## config.mk

```make
export PLATFORM = sky130hd
export DESIGN_NAME = uart_cmd_controller
export DESIGN_NICKNAME = d
export VERILOG_FILES = /design/src/rtl/uart_cmd_controller_pkg.sv /design/src/rtl/uart_cmd_tx_serializer.sv /design/src/rtl/uart_cmd_controller.sv
export SDC_FILE = /design/constraint.sdc
export NUM_CORES = 1
export LEC_CHECK = 0
export ABC_AREA = 1
export CORE_ASPECT_RATIO = 0.9
export CORE_MARGIN = 8
export CORE_UTILIZATION = 50
export CTS_CLUSTER_SIZE = 8
export DETAILED_ROUTE_END_ITERATION = 12
export PLACE_DENSITY = 0.69
export SYNTH_ARGS = -nofsm -noshare
export SYNTH_HDL_FRONTEND = slang
export SYNTH_HIERARCHICAL = 1
export SYNTH_SLANG_ARGS = --single-unit
```

## constraint.sdc

```tcl
create_clock -name clk -period 3.6 [get_ports clk]
set_input_delay 0.72 -clock clk [delete_from_list [all_inputs] [get_ports clk]]
set_output_delay 0.72 -clock clk [all_outputs]
set_load 0.005 [all_outputs]
```

## src/rtl/uart_cmd_controller_pkg.sv

```systemverilog
// ============================================================================
// Module  : uart_cmd_controller_pkg
// Brief   : Shared frame constants and state encodings for the uart command
//           controller and its response serializer.
// Revision: 1.0 - initial release
// ============================================================================
`default_nettype none

package uart_cmd_controller_pkg;

    localparam int CAC_UART_BITLEN   = 8;
    localparam int CAC_UART_ERRORNUM = 4;

    localparam logic [7:0] CAC_CMD_HDR       = 8'hA5;
    localparam logic [7:0] CAC_CMD_WR        = 8'h01;
    localparam logic [7:0] CAC_CMD_RD        = 8'h02;
    localparam logic [7:0] CAC_STAT_OK       = 8'h00;
    localparam logic [7:0] CAC_STAT_BAD_CHK  = 8'h01;
    localparam logic [7:0] CAC_STAT_BAD_CMD  = 8'h02;
    localparam logic [7:0] CAC_STAT_TIMEOUT  = 8'h03;

    typedef enum logic [2:0] {
        S_HUNT = 3'd0,
        S_CMD  = 3'd1,
        S_ADDR = 3'd2,
        S_DATA = 3'd3,
        S_CHK  = 3'd4,
        S_EXEC = 3'd5,
        S_RESP = 3'd6
    } ctl_state_t;

    typedef enum logic [0:0] {
        SER_IDLE = 1'b0,
        SER_SEND = 1'b1
    } ser_state_t;

endpackage

`default_nettype wire

```

## src/rtl/uart_cmd_tx_serializer.sv

```systemverilog
// ============================================================================
// Module  : uart_cmd_tx_serializer
// Brief   : Emits a response frame HDR STAT [DATA x NB] CHK into the uart TX
//           FIFO under tx_full backpressure and pulses o_done on the last byte.
// Revision: 1.0 - initial release
// ============================================================================
`default_nettype none

module uart_cmd_tx_serializer
    import uart_cmd_controller_pkg::*;
#(
    parameter int BITLEN     = CAC_UART_BITLEN,
    parameter int DATA_WIDTH = 32
) (
    input  logic                  clk,
    input  logic                  rstb,
    input  logic                  i_start,
    input  logic [BITLEN-1:0]     i_stat,
    input  logic [DATA_WIDTH-1:0] i_data,
    input  logic                  i_has_data,
    input  logic                  i_tx_full,
    output logic [BITLEN-1:0]     o_tx_data,
    output logic                  o_tx_write,
    output logic                  o_done
);

    localparam int NB    = DATA_WIDTH / BITLEN;
    localparam int IDX_W = $clog2(NB + 3);

    ser_state_t              r_state;
    ser_state_t              w_state_nxt;
    logic [IDX_W-1:0]        r_idx;
    logic [IDX_W-1:0]        r_last;
    logic [BITLEN-1:0]       r_stat;
    logic [BITLEN-1:0]       r_chk;
    logic [BITLEN-1:0]       r_tx_data;
    logic [DATA_WIDTH-1:0]   r_data;
    logic                    r_tx_write;
    logic                    r_done;
    logic                    w_emit;
    logic                    w_is_last;
    logic [BITLEN-1:0]       w_byte;

    assign w_is_last = (r_idx == r_last);

    // Index 0 is always the header so a stale r_last after reset cannot alias it
    always_comb begin
        if (r_idx == '0)
            w_byte = BITLEN'(CAC_CMD_HDR);
        else if (r_idx == IDX_W'(1))
            w_byte = r_stat;
        else if (w_is_last)
            w_byte = r_chk;
        else
            w_byte = r_data[DATA_WIDTH-1 -: BITLEN];
    end

    // Never write on consecutive cycles so tx_full always reflects our last push
    always_comb begin
        w_state_nxt = r_state;
        w_emit      = 1'b0;
        case (r_state)
            SER_IDLE: begin
                if (i_start) begin
                    w_state_nxt = SER_SEND;
                    w_emit      = !i_tx_full;
                end
            end
            SER_SEND: begin
                if (!r_tx_write && !i_tx_full) begin
                    w_emit = 1'b1;
                    if (w_is_last)
                        w_state_nxt = SER_IDLE;
                end
            end
            default: w_state_nxt = SER_IDLE;
        endcase
    end

    always_ff @(posedge clk or negedge rstb) begin
        if (!rstb)
            r_state <= SER_IDLE;
        else
            r_state <= w_state_nxt;
    end

    always_ff @(posedge clk or negedge rstb) begin
        if (!rstb) begin
            r_idx      <= '0;
            r_last     <= '0;
            r_stat     <= '0;
            r_chk      <= '0;
            r_data     <= '0;
            r_tx_data  <= '0;
            r_tx_write <= 1'b0;
            r_done     <= 1'b0;
        end else begin
            r_tx_write <= w_emit;
            r_done     <= w_emit && (r_state == SER_SEND) && w_is_last;
            if (w_emit)
                r_tx_data <= w_byte;
            if (r_state == SER_IDLE && i_start) begin
                r_stat <= i_stat;
                r_chk  <= i_stat;
                r_data <= i_data;
                r_last <= i_has_data ? IDX_W'(NB + 2) : IDX_W'(2);
                r_idx  <= w_emit ? IDX_W'(1) : '0;
            end else if (w_emit) begin
                r_idx <= w_is_last ? '0 : r_idx + IDX_W'(1);
                if (r_idx >= IDX_W'(2) && !w_is_last) begin
                    r_chk  <= r_chk ^ r_data[DATA_WIDTH-1 -: BITLEN];
                    r_data <= {r_data[DATA_WIDTH-BITLEN-1:0], {BITLEN{1'b0}}};
                end
            end
        end
    end

    assign o_tx_data  = r_tx_data;
    assign o_tx_write = r_tx_write;
    assign o_done     = r_done;

endmodule

`default_nettype wire

```

## src/rtl/uart_cmd_controller.sv

```systemverilog
// ============================================================================
// Module  : uart_cmd_controller
// Brief   : Parses framed register read/write commands from the uart RX FIFO,
//           drives the register bus and returns a framed status response.
// Revision: 1.0 - initial release
// ============================================================================
`default_nettype none

module uart_cmd_controller
    import uart_cmd_controller_pkg::*;
#(
    parameter int BITLEN      = CAC_UART_BITLEN,
    parameter int ADDR_WIDTH  = 8,
    parameter int DATA_WIDTH  = 32,
    parameter int ERR_WIDTH   = $clog2(CAC_UART_ERRORNUM),
    parameter int TIMEOUT_CYC = 1_000_000
) (
    input  logic                  clk,
    input  logic                  rstb,
    input  logic [BITLEN-1:0]     rx_data,
    input  logic                  rx_empty,
    output logic                  rx_read,
    input  logic [ERR_WIDTH-1:0]  rx_error,
    output logic [BITLEN-1:0]     tx_data,
    output logic                  tx_write,
    input  logic                  tx_full,
    output logic [ADDR_WIDTH-1:0] reg_addr,
    output logic [DATA_WIDTH-1:0] reg_wdata,
    output logic                  reg_wr,
    output logic                  reg_rd,
    input  logic [DATA_WIDTH-1:0] reg_rdata,
    input  logic                  reg_ack,
    output logic                  busy,
    output logic [7:0]            frame_err_cnt
);

    localparam int NB     = DATA_WIDTH / BITLEN;
    localparam int BCNT_W = (NB > 1) ? $clog2(NB) : 1;
    localparam int TMO_W  = $clog2(TIMEOUT_CYC + 1);

    ctl_state_t              r_state;
    ctl_state_t              w_state_nxt;
    logic                    r_rx_read;
    logic                    r_cap;
    logic                    r_is_wr;
    logic                    r_bad_cmd;
    logic [BCNT_W-1:0]       r_bcnt;
    logic [BITLEN-1:0]       r_chk;
    logic [ADDR_WIDTH-1:0]   r_addr_sh;
    logic [DATA_WIDTH-1:0]   r_data_sh;
    logic [ADDR_WIDTH-1:0]   r_reg_addr;
    logic [DATA_WIDTH-1:0]   r_reg_wdata;
    logic                    r_reg_wr;
    logic                    r_reg_rd;
    logic [7:0]              r_err_cnt;
    logic [TMO_W-1:0]        r_tmo;

    logic                    w_byte_vld;
    logic                    w_in_parse;
    logic                    w_want_byte;
    logic                    w_tmo_exp;
    logic                    w_parse_abort;
    logic                    w_err_inc;
    logic                    w_ser_start;
    logic [BITLEN-1:0]       w_ser_stat;
    logic                    w_ser_has_data;
    logic                    w_ser_done;

    assign w_byte_vld    = r_cap;
    assign w_in_parse    = (r_state == S_CMD) || (r_state == S_ADDR) ||
                           (r_state == S_DATA) || (r_state == S_CHK);
    // One read in flight at a time: fetch, then capture, then the next fetch
    assign w_want_byte   = ((r_state == S_HUNT) || w_in_parse) && !rx_empty &&
                           !r_rx_read && !r_cap;
    assign w_tmo_exp     = (r_tmo == TMO_W'(TIMEOUT_CYC - 1));
    assign w_parse_abort = (rx_error != '0) || (w_tmo_exp && !w_byte_vld);

    always_comb begin
        w_state_nxt    = r_state;
        w_ser_start    = 1'b0;
        w_ser_stat     = BITLEN'(CAC_STAT_OK);
        w_ser_has_data = 1'b0;
        w_err_inc      = 1'b0;
        case (r_state)
            S_HUNT: begin
                if (w_byte_vld && rx_data == BITLEN'(CAC_CMD_HDR))
                    w_state_nxt = S_CMD;
            end
            S_CMD, S_ADDR, S_DATA, S_CHK: begin
                if (w_parse_abort) begin
                    w_state_nxt = S_HUNT;
                    w_err_inc   = 1'b1;
                end else if (w_byte_vld) begin
                    if (r_state == S_CMD) begin
                        w_state_nxt = S_ADDR;
                    end else if (r_state == S_ADDR) begin
                        w_state_nxt = r_is_wr ? S_DATA : S_CHK;
                    end else if (r_state == S_DATA) begin
                        if (r_bcnt == BCNT_W'(NB - 1))
                            w_state_nxt = S_CHK;
                    end else if (r_bad_cmd) begin
                        w_state_nxt = S_RESP;
                        w_ser_start = 1'b1;
                        w_ser_stat  = BITLEN'(CAC_STAT_BAD_CMD);
                        w_err_inc   = 1'b1;
                    end else if (rx_data != r_chk) begin
                        w_state_nxt = S_RESP;
                        w_ser_start = 1'b1;
                        w_ser_stat  = BITLEN'(CAC_STAT_BAD_CHK);
                        w_err_inc   = 1'b1;
                    end else begin
                        w_state_nxt = S_EXEC;
                    end
                end
            end
            S_EXEC: begin
                // reg_ack is checked before the timeout so it wins a tie
                if (r_is_wr) begin
                    w_state_nxt = S_RESP;
                    w_ser_start = 1'b1;
                end else if (reg_ack) begin
                    w_state_nxt    = S_RESP;
                    w_ser_start    = 1'b1;
                    w_ser_has_data = 1'b1;
                end else if (w_tmo_exp) begin
                    w_state_nxt = S_RESP;
                    w_ser_start = 1'b1;
                    w_ser_stat  = BITLEN'(CAC_STAT_TIMEOUT);
                    w_err_inc   = 1'b1;
                end
            end
            S_RESP: begin
                if (w_ser_done)
                    w_state_nxt = S_HUNT;
            end
            default: w_state_nxt = S_HUNT;
        endcase
    end

    always_ff @(posedge clk or negedge rstb) begin
        if (!rstb)
            r_state <= S_HUNT;
        else
            r_state <= w_state_nxt;
    end

    always_ff @(posedge clk or negedge rstb) begin
        if (!rstb) begin
            r_rx_read   <= 1'b0;
            r_cap       <= 1'b0;
            r_is_wr     <= 1'b0;
            r_bad_cmd   <= 1'b0;
            r_bcnt      <= '0;
            r_chk       <= '0;
            r_addr_sh   <= '0;
            r_data_sh   <= '0;
            r_reg_addr  <= '0;
            r_reg_wdata <= '0;
            r_reg_wr    <= 1'b0;
            r_reg_rd    <= 1'b0;
            r_err_cnt   <= '0;
            r_tmo       <= '0;
        end else begin
            r_rx_read <= w_want_byte;
            r_cap     <= r_rx_read;
            r_reg_wr  <= 1'b0;
            if (w_byte_vld) begin
                case (r_state)
                    S_CMD: begin
                        r_is_wr   <= (rx_data == BITLEN'(CAC_CMD_WR));
                        r_bad_cmd <= (rx_data != BITLEN'(CAC_CMD_WR)) &&
                                     (rx_data != BITLEN'(CAC_CMD_RD));
                        r_chk     <= rx_data;
                        r_bcnt    <= '0;
                    end
                    S_ADDR: begin
                        r_addr_sh <= ADDR_WIDTH'(rx_data);
                        r_chk     <= r_chk ^ rx_data;
                    end
                    S_DATA: begin
                        r_data_sh <= {r_data_sh[DATA_WIDTH-BITLEN-1:0], rx_data};
                        r_chk     <= r_chk ^ rx_data;
                        r_bcnt    <= r_bcnt + BCNT_W'(1);
                    end
                    default: ;
                endcase
            end
            // Bus address/data only change when a validated command executes
            if (r_state == S_CHK && w_state_nxt == S_EXEC) begin
                r_reg_addr <= r_addr_sh;
                if (r_is_wr) begin
                    r_reg_wdata <= r_data_sh;
                    r_reg_wr    <= 1'b1;
                end else begin
                    r_reg_rd <= 1'b1;
                end
            end
            if (r_state == S_EXEC && w_ser_start)
                r_reg_rd <= 1'b0;
            if (w_err_inc && r_err_cnt != 8'hFF)
                r_err_cnt <= r_err_cnt + 8'd1;
            if (w_state_nxt != r_state || w_byte_vld || !(w_in_parse || r_state == S_EXEC))
                r_tmo <= '0;
            else
                r_tmo <= r_tmo + TMO_W'(1);
        end
    end

    uart_cmd_tx_serializer #(
        .BITLEN     (BITLEN),
        .DATA_WIDTH (DATA_WIDTH)
    ) u_tx_ser (
        .clk        (clk),
        .rstb       (rstb),
        .i_start    (w_ser_start),
        .i_stat     (w_ser_stat),
        .i_data     (reg_rdata),
        .i_has_data (w_ser_has_data),
        .i_tx_full  (tx_full),
        .o_tx_data  (tx_data),
        .o_tx_write (tx_write),
        .o_done     (w_ser_done)
    );

    assign rx_read       = r_rx_read;
    assign reg_addr      = r_reg_addr;
    assign reg_wdata     = r_reg_wdata;
    assign reg_wr        = r_reg_wr;
    assign reg_rd        = r_reg_rd;
    assign busy          = (r_state != S_HUNT);
    assign frame_err_cnt = r_err_cnt;

endmodule

`default_nettype wire

```

After elaboration in Yosys (flattened, before gate mapping)
Cells that the tools add are included. W data, S select, Z words.

Div/mod/pow operators: 0. Equal/unequal tests: 19. Add/subtract/negate cells: 4. Multiply operators: 0. Bitwise operators: 3. Multiplexer cells: 73. Shifts and indexed selects: 0. Order comparisons: 1. Reductions and logical operators: 48.

Operators by type and width (count): $mux W32 (3); $mux W3 (16); $mux W8 (6); $mux W1 (28); $mux W2 (11); $add A20 B1 Y20 const B (1); $eq A20 B20 Y1 const B (1); $mux W20 (1); $pmux W8 S2 (1); $reduce_and A2 Y1 (8); $xor A8 B8 Y8 (2); $logic_and A1 B1 Y1 (14); $eq A3 B3 Y1 const B (4); $pmux W3 S4 (1); $reduce_bool A2 Y1 (6); $add A8 B1 Y8 const B (1); $eq A8 B1 Y1 const B (1); $eq A8 B8 Y1 const B (1); $logic_or A1 B1 Y1 (8); $ne A8 B1 Y1 const B (1); $ne A8 B2 Y1 const B (1); $ne A8 B8 Y1 (1); $ne A8 B8 Y1 const B (1); $pmux W1 S2 (4); 16 further kinds (26).

Input port bits: 47. Bits in writable memories: 0. Bits in registers: 192. Memories: 0. Bits in read-only memories: 0. Bits in latches: 0. Output and inout port bits: 61.

Depth between registers and ports, before layout
Depth after elaboration: 13. Mapped depth: 17. Mapped depth without buffers: 16.

By module
The synthesis kept the hierarchy.

By module, submodules not included: uart_cmd_controller (sequential area each 3178.0 sq um, cells an instance 648, area each 5844.4 sq um, instances 1); uart_cmd_tx_serializer (sequential area each 1601.5 sq um, cells an instance 422, area each 3258.1 sq um, instances 1).

Worst setup path after synthesis
No wires, ideal clock.

Path kind: input to register. From: input rx_data[3]. To: register u_tx_ser.r_chk[4]. Setup slack: 1.186 ns. Cell stages on the path: 17. Buffers on the path: 2. Arrival time: 2.297 ns. Required time: 3.483 ns. Cell sequence: inv_1 nand2_1 nand2_1 nand2_1 nor2_1 nand3_1 nand3_1 o31ai_1 inv_1 nor2_1 buf_2 buf_2 a21oi_1 o21ai_0 o21ai_0 nand2_1 nand2_1.

Word-level cells in the longest chain between the ends: 13. Elaborated cells on any way between the ends: 16. Classes of those cells: eq/ne (1); mux (11); reduce/logical (4).

Ends and longest elaborated chain: start, declared (line uart_cmd_controller.sv:20) `input logic [BITLEN-1:0] rx_data,`; $ne A8 B8 Y1 (*) (line uart_cmd_controller.sv:106) `end else if (rx_data != r_chk) begin`; $mux W1 (*) (line uart_cmd_controller.sv:106); $mux W1 (*) (line uart_cmd_controller.sv:101) `end else if (r_bad_cmd) begin`; $mux W1 (*) (line uart_cmd_controller.sv:98) `end else if (r_state == S_DATA) begin`; $mux W1 (*) (line uart_cmd_controller.sv:96) `end else if (r_state == S_ADDR) begin`; $mux W1 (*) (line uart_cmd_controller.sv:94) `if (r_state == S_CMD) begin`; $mux W1 (*) (line uart_cmd_controller.sv:93) `end else if (w_byte_vld) begin`; $mux W1 (*) (line uart_cmd_controller.sv:90) `if (w_parse_abort) begin`; $pmux W1 S2 (*) (line uart_cmd_controller.sv:84) `case (r_state)`; net w_ser_start (line uart_cmd_controller.sv:64) `logic w_ser_start;`; $mux W1 (line uart_cmd_tx_serializer.sv:64) `if (i_start) begin`; $pmux W1 S2 (line uart_cmd_tx_serializer.sv:62) `case (r_state)`; $reduce_bool A2 Y1 (no source line); $reduce_and A2 Y1 (no source line); end signal, assigned (line uart_cmd_tx_serializer.sv:104) `r_chk <= i_stat;`; end signal, assigned (line uart_cmd_tx_serializer.sv:111) `r_chk <= r_chk ^ r_data[DATA_WIDTH-1 -: BITLEN];`; end, declared (line uart_cmd_tx_serializer.sv:35) `logic [BITLEN-1:0] r_chk;`.

Mark *: on every way through the listed nets, which the timed path passes. The rest lies on a longest branch. A chain may end at the register's enable or synchronous reset.

Worst setup path in the final report
From: input rx_data[7]. To: register u_tx_ser.r_tx_data[0] (netlist: u_tx_ser/o_tx_data[0]).

Word-level cells in the longest chain between the ends: 11.

Ends and longest elaborated chain: $ne A8 B8 Y1 (line uart_cmd_controller.sv:106); $mux W1 (line uart_cmd_controller.sv:106); $mux W1 (line uart_cmd_controller.sv:101); $mux W1 (line uart_cmd_controller.sv:98); $mux W1 (line uart_cmd_controller.sv:96); $mux W1 (line uart_cmd_controller.sv:94); $mux W1 (line uart_cmd_controller.sv:93); $mux W1 (line uart_cmd_controller.sv:90); $pmux W1 S2 (line uart_cmd_controller.sv:84); net w_ser_start (line uart_cmd_controller.sv:64); $mux W1 (line uart_cmd_tx_serializer.sv:64); $pmux W1 S2 (line uart_cmd_tx_serializer.sv:62); net u_tx_ser.w_emit (line uart_cmd_tx_serializer.sv:40) `logic w_emit;`; end signal, assigned (line uart_cmd_tx_serializer.sv:101) `r_tx_data <= w_byte;`; end, declared (line uart_cmd_tx_serializer.sv:36) `logic [BITLEN-1:0] r_tx_data;`.

The timed path passes the listed nets, and every way through them passes these cells.

==> qor.yml <==
finalCriticalPeriod_ns: 2.74
row_count: 47
htree_num_levels: 4
worst_path_most_repeated_cell: "sky130_fd_sc_hd__nand2_1"
dominantRegCellSynth: "sky130_fd_sc_hd__dfrtp_1"
netlist-cell-type-count: 41
synth-xor-area-share_pct: 2.98
numPlacedInstances: 1396
firstDrtPassIters: 5
final_cell_count_no_fill: 1428
initial_core_utilization_pct: 50.3
finish.utilization_pct: 60.5
tritoncts_clock_tree: "yes"
worst_path_cell_trace: "clkdlybuf4s50_1, inv_1, nand2_1, nand2_1, nand2_1, nor2_1, nand3_1, nand3_1, o31ai_1, inv_1, nor2_4, nand2_1, nand2_2, nand2_1, a21oi_1, a21oi_1"
clock_root_buffer: "sky130_fd_sc_hd__clkbuf_16"
floorplan.core_area_um2: 18100
die_width_um: 158
synth_top_cell_by_area: "sky130_fd_sc_hd__dfrtp_1"
residual_drc: 0
first_global_vias: 6912
clkPwrFrac_pct: 42.8
run_status: "finished clean"
drv_cap: 0
timing.critical_path.slowest_cell_delay_ns: 0.52
r2r_cells: 11
global_route.usage.total_pct: 18.1
antenna_left: 0
post_cts_buffers: 0
worst_ep_arrival_time_ns: 3.05
cpLargestDelayFamily: "simple AND/OR/NAND/NOR gates"
worst_path_max_delay_cell: "sky130_fd_sc_hd__clkdlybuf4s50_1"
grt_setup_unrepaired: "no"
fill_cell_total_of_the_finished_layout: 1665
cell_internal_pwr_mw: 3.30
crit_buf_inv: 3
synthesized_cell_area_um2: 9100
num_io_pins: 108
synth.top_cells.by_area: "sky130_fd_sc_hd__dfrtp_1 (53%), sky130_fd_sc_hd__nand2_1 (14%), sky130_fd_sc_hd__nor2_1 (4.0%), sky130_fd_sc_hd__nand3_1 (3.7%), sky130_fd_sc_hd__o21ai_0 (3.7%)"
netlist.area_leader.share_pct: 52.5
antenna_found_initial: 1
reg2reg_slack_ns: 0.95
vias: 7148
p_comb_share_pct: 5.9
worstPathRequired_ns: 3.90
dominant_combinational_cell_family_by_area_after_synthesis: "simple AND/OR/NAND/NOR gates"
cts_hold_repair.buffers: 0
cts_resized: 0
clock-sinks: 191
final_layout_size_suffix_gt1_share_pct: 8.96
worst_r2r_endpoint: "r_tmo[2]$_DFF_PN0_"
worst_path_fanout_max: 8
power.density_cell_area_nw_per_um2: 392
yosysWarnings: 6
clkTransAtPathRegs_ns: 0.07
vias_per_cell: 5.01
setup_total_negative_slack_ns: 0
nNetsFinal: 1223
post-synth-top-count-cell: "sky130_fd_sc_hd__nand2_1"
p_leak_nw: 5.41
critical_path_class: "input port to flip-flop"
yosysSeqAreaShare_pct: 52.5
hpwl_um: 13700
synth.area.mux_share_pct: 2.72
multiInputGateArea_um2: 3780
synth_cells: 1070
grt-ovfl-total: 0
grt_max_degree: 72
synth_async_sr_flop_share_pct: 100
numPortBuffers: 107
holdCritPathClass: "input port to asynchronous set/reset pin"
peak_freq_ghz: 0.365
gp_congestion: 0.869
endpoint_kind: "flip-flop"
synth_edf_count: 0
synthTopCellsByCount: "sky130_fd_sc_hd__nand2_1 (343), sky130_fd_sc_hd__dfrtp_1 (191), sky130_fd_sc_hd__nor2_1 (98), sky130_fd_sc_hd__inv_1 (72)"
tightestPinTransition_ns: 0.661
syn-mean-instance-area_um2: 8.51
areaGrowthSynthToFinish_pct: 20.5
power.total_mw: 4.30
antenna-diode-count: 0
design.die.area_um2: 22800
height_of_the_die_um: 144
maxSlewViolCount: 0
p_sw_share_pct: 23.3
p_sw_mw: 1.00
r2r_start: "r_cap$_DFF_PN0_"
number_of_buffers_created_by_cts: 17
synth-compound-area-share_pct: 6.98
relative_contribution_of_sequential_cells_to_total_power_pct: 51.3
final_min_period_over_clock_period_pct: 76.2
register_area_um2: 4780
timing.critical_path.from_type: "input port"
drt_iter0_markers: 442
grt_first_pass_wirelength_um: 33400
post_synth_and_or_nand_nor_area_fraction_pct: 27.7
final_hold_viol_count: 0
worst_ir_drop_vdd_v: 0.000297
final_number_of_setup_violating_endpoints: 0
synth_seq_cells: 191
worst_skew_pair_later_pin_latency_ns: 0.42
fin_skew_ns: 0.0101
adder_and_majority_gate_portion_of_the_synthesized_area_pct: 0.825
wl_per_cell_um: 13.7
slew_headroom_pct: 55.8
clockBufferDepth: 2
wire_length_after_detailed_routing_um: 19500
cell families (layout without fill, tap and decap cells):
group	count (synthesis)	after routing
simple gates	584	584
xor+xnor	31	31
fa+ha+maj	6	6
buf+inv	127	235
mux	22	22
flops	191	191
compound gates	108	108
other cells	1	6
cell usage in the layout, fill, tap and decap left out, types with 2 or more instances in the layout:
cell / synthesis / routed
sky130_fd_sc_hd__xor2_1: 12 / 12
sky130_fd_sc_hd__clkbuf_8: 0 / 3
sky130_fd_sc_hd__inv_1: 72 / 72
sky130_fd_sc_hd__buf_12: 1 / 2
sky130_fd_sc_hd__a21oi_1: 25 / 25
sky130_fd_sc_hd__mux2_2: 22 / 22
sky130_fd_sc_hd__clkinv_4: 0 / 2
sky130_fd_sc_hd__conb_1: 1 / 6
sky130_fd_sc_hd__nand3_4: 2 / 2
sky130_fd_sc_hd__nor4_1: 5 / 5
sky130_fd_sc_hd__clkdlybuf4s50_1: 0 / 106
sky130_fd_sc_hd__nand2_1: 343 / 343
sky130_fd_sc_hd__clkinvlp_4: 0 / 2
sky130_fd_sc_hd__nor2_1: 98 / 97
sky130_fd_sc_hd__inv_2: 9 / 9
sky130_fd_sc_hd__o31ai_1: 2 / 2
sky130_fd_sc_hd__clkbuf_16: 0 / 17
sky130_fd_sc_hd__buf_4: 5 / 13
sky130_fd_sc_hd__ha_1: 6 / 6
sky130_fd_sc_hd__nor2_4: 1 / 2
sky130_fd_sc_hd__nand2_4: 2 / 2
sky130_fd_sc_hd__a21oi_4: 5 / 5
sky130_fd_sc_hd__nand3_1: 67 / 67
sky130_fd_sc_hd__o21bai_1: 2 / 2
sky130_fd_sc_hd__o21ai_0: 67 / 67
sky130_fd_sc_hd__nand4_1: 42 / 42
sky130_fd_sc_hd__nor3_1: 7 / 7
sky130_fd_sc_hd__xnor2_1: 19 / 19
sky130_fd_sc_hd__nand2_2: 11 / 11
sky130_fd_sc_hd__dfrtp_1: 191 / 191
sky130_fd_sc_hd__inv_6: 0 / 5
worst max path at each step:
stage               cells past startpoint                           endpoint  slack, ns        from
floorplan                              17      u_tx_ser/r_chk[4]$_DFFE_PN0P_       1.19  rx_data[3]
global placement                       16  u_tx_ser/o_tx_data[0]$_DFFE_PN0P_       0.48  rx_data[7]
detailed placement                     16  u_tx_ser/o_tx_data[0]$_DFFE_PN0P_       0.40  rx_data[7]
CTS                                    17      u_tx_ser/r_chk[0]$_DFFE_PN0P_       0.86  rx_data[7]
global route                           16  u_tx_ser/o_tx_data[2]$_DFFE_PN0P_       0.47  rx_data[7]
finish                                 16  u_tx_ser/o_tx_data[0]$_DFFE_PN0P_       0.86  rx_data[7]
sequential cells by signal, indices dropped and copies added (netlist names), 20 cells and up:
| signal | flops |
|---|---|
| r_tmo | 20 |
| u_tx_ser/r_data | 32 |
| reg_wdata | 32 |
| r_data_sh | 32 |
area by class of cell:
cell class / instances / share of cell area [%]
clock buffer: 20 / 4.17
inverter: 81 / 2.77
sequential: 191 / 43.6
timing repair buffer: 122 / 11.1
multi-input combinational: 757 / 34.5
clock inverter: 12 / 1.16
tap: 245 / 2.80
power by group through the flow:
stage	registers, mW	clock network (mW)	logic, mW
floorplan	2.24	0	0.114
global placement	2.25	0	0.253
detailed placement	2.25	0	0.254
CTS	2.20	1.89	0.255
global route	2.21	1.97	0.287
finish	2.20	1.84	0.252
per-layer routing:
layer / wire length, µm / GRT usage [%] / vias up
met2: 8950 / 28.2 / 163
li1: - / - / 3642
met4: 132 / 5.21 / 2
met1: 9280 / 24.6 / 3329
met5: 13 / 0 / -
met3: 1150 / 4.51 / 12
stage by stage:
stage / area (µm²) / worst slack [ns] / hold slack [ns]
global route: 11000 / 0.473 / 0.315
floorplan: 9120 / 1.19 / 0.392
finish: 11000 / 0.857 / 0.277
CTS: 11000 / 0.858 / 0.295
global placement: 10400 / 0.482 / 0.383
detailed placement: 10400 / 0.401 / 0.391
Note: power is estimated with default switching activity, not from simulation.
==> RTL edit 1, RTL diff (same settings) <==
`DATA_WIDTH` is set to 32 in 2 places; all go to 64.
--- a/src/rtl/uart_cmd_tx_serializer.sv
+++ b/src/rtl/uart_cmd_tx_serializer.sv
@@ -12,3 +12,3 @@
     parameter int BITLEN     = CAC_UART_BITLEN,
-    parameter int DATA_WIDTH = 32
+    parameter int DATA_WIDTH = 64
 ) (
--- a/src/rtl/uart_cmd_controller.sv
+++ b/src/rtl/uart_cmd_controller.sv
@@ -13,3 +13,3 @@
     parameter int ADDR_WIDTH  = 8,
-    parameter int DATA_WIDTH  = 32,
+    parameter int DATA_WIDTH  = 64,
     parameter int ERR_WIDTH   = $clog2(CAC_UART_ERRORNUM),
Interface: changed (resized reg_rdata and reg_wdata); port bits go from 108 to 172. The function was not compared with the original's and may differ.
==> RTL edit 1 against the original RTL <==
  * Worst setup slack worse by 75 ps
  * Sequential cell count grew 98
  * Area after synthesis is 45% higher
  * Design area rose by 50%
  * Register-to-register slack worse by 170 ps
  * Power rose by 79%
  * Wire length grew 64%
  * Critical path depth decreased by 4
  * Critical path type is now flop to flop
  * Highest routed layer is now met4
==> RTL edit 1: results (changes against the original RTL) <==
* Status: finished clean (unchanged)
* Post-DP Area at 15330 sq um (was 10380 sq um)
* Largest net degree at the start of global routing at 76 (was 72)
* Filler cells at 2250 (was 1665)
* Initial antenna violation count at 0 (was 1)
* Count of cell types in the netlist at 36 (was 41)
* Most instantiated cells after synthesis: nand2_1, dfrtp_1, nand3_1 (was nand2_1, dfrtp_1, nor2_1)
* Met1 wire length at 14470 um (was 9275 um)
* Clock buffer depth at 3 (was 2)
* HP Class: input port to asynchronous set/reset pin (unchanged)
* Avg Vias per Cell at 5.262 (was 5.006)
* Clock root cell: clkbuf_16 (unchanged)
* PortBufs at 171 (was 107)
* Dpl ws at 321.0 ps (was 401.3 ps)
* Cts bufs inserted at 42 (was 17)
* Global-route wire length before repair at 53830 um (was 33410 um)
* H-tree depth at 2 (was 4)
* Worst Path Max Fanout at 14 (was 8)
* GPL Wtd Cong at 0.8630 (was 0.8691)
* Leakage at 8.321 nW (was 5.411 nW)
* TritonRoute pass-1 iters at 5 (unchanged)
* Cts repair resizes at 0 (unchanged)
* Final HPWL DP at 21690 um (was 13700 um)
* Yosys warnings at 6 (unchanged)
* Vias in the first global route at 10590 (was 6912)
* P_sw at 0.001862 W (was 0.001000 W)
* Largest cells by area after synthesis: dfrtp_1, nand2_1, mux2_2 (was dfrtp_1, nand2_1, nor2_1)
* Diodes inserted at 0 (unchanged)
* Number of post-CTS setup repair buffers at 0 (unchanged)
* Clock latency at the later pin of the worst-skew pair at 530 ps (was 420 ps)
* Setup_tns at 0 ps (unchanged)
* GRT Util Overall at 20.03% (was 18.08%)
* Layout cells sized above 1 at 9.059% (was 8.960%)
* 1st-iter DRT viols at 808 (was 442)
* Slew headroom at 52.03% (was 55.84%)
* Register area share after synthesis at 54.63% (was 52.51%)
* Peak supply drop at 0.3005 mV (was 0.2966 mV)
* Met2 Wirelength at 14940 um (was 8947 um)
* Worst Path Arrival at 3220 ps (was 3050 ps)
* Post-synthesis async set-or-reset flop share at 100.0% (unchanged)
* Reg clk slew, reported paths at 50 ps (was 70 ps)
* Max layer used: met4 (was met5)
* Met3 wire length at 1992 um (was 1145 um)
* Commonest register cell after synthesis: dfrtp_1 (unchanged)
* Total Wirelength at 32040 um (was 19510 um)
* Nets@finish at 1783 (was 1223)
* Setup Skew at 15.39 ps (was 10.09 ps)
RTL edit 1: final cells by class:
class / instances / area, sq um / area share (%)
sequential: 289 / 7233 / 43.97
timing repair buffer: 194 / 2002 / 12.17
tap: 348 / 435.4 / 2.647
clock buffer: 45 / 1084 / 6.587
clock inverter: 3 / 37.54 / 0.2282
inverter: 79 / 297.8 / 1.810
multi-input combinational: 1090 / 5360 / 32.59
RTL edit 1: final timing paths:
| path | startpoint | endpoint | slack (ps) | cells after the start |
|---|---|---|---|---|
| worst max register to register | r_cap | reg_addr[5] | 780 | 12 |
| worst max-delay path | r_cap | reg_addr[5] | 780 | 12 |
| max in group asynchronous | rstb | u_tx_ser/r_data[55] | 2560 | 2 |
| min in group clk | rx_read | r_cap | 400 | 0 |
| worst min register to register | rx_read | r_cap | 400 | 0 |
| worst min-delay path | rstb | r_data_sh[62] | 160 | 1 |
RTL edit 1: critical path: stages (launching register included):
cell and delay, ps:
dfrtp_1 380, inv_2 120, nor2_1 90, nand2_1 180, inv_2 40, nand2_1 380, nand3_1 170, o21ai_2 320
nand2_1 150, nor2_4 370, nand2_1 300, nand2_1 130, nand2_1 60
RTL edit 1: cell families (layout without fill, tap and decap cells):
group / after synthesis / after routing / share of synthesized area [%]
AOI/OAI and AO/OA: 111 / 111 / 4.537
buffers and inverters: 161 / 321 / 5.236
other: 1 / 6 / 0.02833
muxes: 54 / 54 / 4.594
adders and majority gates: 8 / 8 / 0.7562
xor gates and xnor gates: 36 / 36 / 2.382
and+or+nand+nor: 875 / 875 / 27.84
DFF: 289 / 289 / 54.63
RTL edit 1: power by group through the flow:
| stage | registers (W) | clock network, W | logic [W] |
|---|---|---|---|
| finish | 0.00354 | 0.00344 | 0.000728 |
| global placement | 0.00358 | 0 | 0.000716 |
| global route | 0.00356 | 0.00364 | 0.000835 |
| CTS | 0.00354 | 0.00351 | 0.000737 |
| detailed placement | 0.00359 | 0 | 0.000728 |
| floorplan | 0.00356 | 0 | 0.000406 |
RTL edit 1: per-stage QoR:
step	hold WS [ps]	utilization [%]	instances	total power (W)
final	158.8	63.11	2048	0.007708
after global routing	192.5	63.11	2048	0.008027
after CTS	176.5	63.11	2048	0.007784
after detailed placement	392.1	58.81	2000	0.004318
after global placement	398.3	58.81	2000	0.004299
after floorplan	391.8	-	1540	0.003966
RTL edit 1: per-layer routing:
| metal | vias up | GRT usage [%] |
|---|---|---|
| met1 | 5141 | 27.13 |
| met2 | 293 | 32.21 |
| met4 | 0 | 5.339 |
| met3 | 53 | 4.664 |
| li1 | 5290 | - |
| met5 | - | 0 |
==> RTL edit 2, RTL diff (same settings) <==
Made on the original files. Register the output `frame_err_cnt` once more, cleared by the reset; this adds one clock of latency there. The other outputs are not delayed to match.
--- a/src/rtl/uart_cmd_controller.sv
+++ b/src/rtl/uart_cmd_controller.sv
@@ -230,3 +230,9 @@
     assign busy          = (r_state != S_HUNT);
-    assign frame_err_cnt = r_err_cnt;
+    always_ff @(posedge clk or negedge rstb) begin
+        if (!rstb) begin
+            frame_err_cnt <= '0;
+        end else begin
+            frame_err_cnt <= r_err_cnt;
+        end
+    end
 
Behaviour: not the same (a bounded check fails within 10 cycles, from zero or initial values and one cycle with rstb low).
==> RTL edit 2 against the original RTL <==
  * Wire length up 5.1%
  * Sequential share of layout area grew 0.98 points
  * Design area increased by 1.9%
  * Sequential cell count is 8 higher
  * Fmax fell by 3.2%
  * Die area rose by 1.2%
  * Worst setup slack worse by 92 ps
  * Area after synthesis increased by 1.3%
Power is not compared: it rests on default switching activity, and its combinational part moved more than twofold at a synthesized area within 25%.
==> RTL edit 2: results (changes against the original RTL) <==
* Worst Path Arrival at 3150 ps (was 3050 ps)
* WHS at 324.6 ps (was 277.2 ps)
* GPL Wtd Cong at 0.8856 (was 0.8691)
* HP Class: input port to asynchronous set/reset pin (unchanged)
* Worst reg2reg path endpoint: u_tx_ser/o_tx_data[0] (was r_tmo[2])
* Layout cells sized above 1 at 9.144% (was 8.960%)
* Filler cells at 1621 (was 1665)
* Via count at 7210 (was 7148)
* Mux contribution to synthesized area at 0% (was 2.722%)
* Initial antenna violation count at 0 (was 1)
* Slew at the pin closest to its max-slew limit at 767.0 ps (was 660.8 ps)
* Peak supply drop at 0.3735 mV
* Post-DP Area at 10580 sq um (was 10380 sq um)
* Count of cell types in the netlist at 41 (unchanged)
* Post-synthesis async set-or-reset flop share at 100.0% (unchanged)
* Commonest register cell after synthesis: dfrtp_1 (unchanged)
* Clock latency at the later pin of the worst-skew pair at 440 ps (was 420 ps)
* Worst R2R Setup Slack at 770 ps (was 950 ps)
* Setup_tns at 0 ps (unchanged)
* Post-synthesis xor/xnor area fraction at 3.134% (was 2.983%)
* PortBufs at 107 (unchanged)
* Routed wire per std cell at 14.16 um (was 13.66 um)
* CP Launch Point: r_tmo[6] (was rx_data[7])
* Worst Path Max Fanout at 8 (unchanged)
* Dpl ws at 449.1 ps (was 401.3 ps)
* Setup Skew at 12.11 ps (was 10.09 ps)
* Status: finished clean (unchanged)
* Global-route wire length before repair at 35220 um (was 33410 um)
* Register area share after synthesis at 54.00% (was 52.51%)
* H-tree depth at 4 (unchanged)
* Clock buffer depth at 2 (unchanged)
* Nets@finish at 1243 (was 1223)
* TritonRoute pass-1 iters at 5 (unchanged)
* Diodes inserted at 0 (unchanged)
* Leakage at 5.238 nW
* Clock root cell: clkbuf_16 (unchanged)
* Largest net degree at the start of global routing at 94 (was 72)
* Cts repair resizes at 0 (unchanged)
* R2R cell count at 13 (was 11)
* Synthesized-area fraction occupied by adder cells at 0.8141% (was 0.8247%)
* Reg clk slew, reported paths at 80 ps
* 1st-iter DRT viols at 594 (was 442)
* Number of post-CTS setup repair buffers at 0 (unchanged)
* Vias in the first global route at 7059 (was 6912)
* Largest cells by area after synthesis: dfrtp_1, nand2_1, o21ai_0 (was dfrtp_1, nand2_1, nor2_1)
* Most instantiated cells after synthesis: nand2_1, dfrtp_1, inv_1 (was nand2_1, dfrtp_1, nor2_1)
* Yosys warnings at 6 (unchanged)
* Final HPWL DP at 14340 um (was 13700 um)
* Post-synthesis compound-gate area fraction at 10.58% (was 6.983%)
* Cts bufs inserted at 17 (unchanged)
* GRT Util Overall at 18.74% (was 18.08%)
[RTL edit 2: cell count changes after synthesis, moves of 6 or more]
cell and delta:
nand3_1 +14, o21ai_0 +17, o21ai_2 +23, mux2_2 -22, xor2_1 +8, o21ai_1 +9, nand4_1 -31, nand2_1 -11
xnor2_1 -6, inv_1 +29, nor2_1 -20, dfrtp_1 +8
[RTL edit 2: worst max-delay path by stage]
stage | to | slack [ps] | cells past startpoint
after global placement | u_tx_ser/r_data[29] | 520 | 15
after CTS | u_tx_ser/o_tx_data[0] | 810 | 13
after floorplan | u_tx_ser/r_chk[4] | 1300 | 15
final | u_tx_ser/o_tx_data[0] | 770 | 13
after global routing | u_tx_ser/o_tx_data[0] | 470 | 13
after detailed placement | u_tx_ser/o_tx_data[0] | 450 | 16
[RTL edit 2: stage by stage]
stage	std cells	utilization [%]
5_1_grt	1448	61.29
6_report	1448	61.29
2_1_floorplan	1087	-
3_3_place_gp	1416	58.02
4_1_cts	1448	61.29
3_5_place_dp	1416	58.02
[RTL edit 2: kinds of logic (layout without fill, tap and decap cells)]
| group | after synthesis | after routing |
|---|---|---|
| AOI/OAI and AO/OA | 160 | 160 |
| xor gates and xnor gates | 33 | 33 |
| adders and majority gates | 6 | 6 |
| buffers and inverters | 150 | 266 |
| DFF | 199 | 199 |
| other | 1 | 6 |
| and+or+nand+nor | 533 | 533 |
[RTL edit 2: layout make-up]
cell class,count,area [sq um],share of cell area (%)
inverters,109,409.1,3.662
clock buffers,18,439.2,3.931
flip-flops and latches,199,4980,44.57
well taps,245,306.5,2.744
repair buffers,125,1260,11.28
multi-input cells,738,3621,32.41
clock inverters,14,157.7,1.411
[RTL edit 2: worst max-delay path: stages, from the launching register on]
cell and delay [ps]:
dfrtp_1 440, nor2_1 180, nand3_1 100, nor3_1 330, nand2_1 150, a31oi_1 290, o21bai_1 200, inv_1 100
nor2_4 210, nand2_1 120, nand2_2 160, nand2_1 190, a21oi_1 170, a21oi_1 80
[RTL edit 2: report_power, final]
group / leakage, nW / total (W) / switching (W) / internal, W
Combinational: 2.36 / 0.00119 / 0.000679 / 0.000510
Sequential: 2.59 / 0.00283 / 0.000255 / 0.00257
Clock: 0.290 / 0.00189 / 0.000940 / 0.000951
[RTL edit 2: per-layer routing]
| metal | track usage (%) | vias up | share of wire [%] | wire length (um) |
|---|---|---|---|---|
| met1 | 26.13 | 3380 | 49 | 9995 |
| met2 | 28.41 | 152 | 45 | 9223 |
| met5 | 0 | - | 0 | 0 |
| met4 | 5.454 | 0 | 1.5 | 314 |
| li1 | - | 3654 | - | - |
| met3 | 4.977 | 24 | 4.8 | 975 |
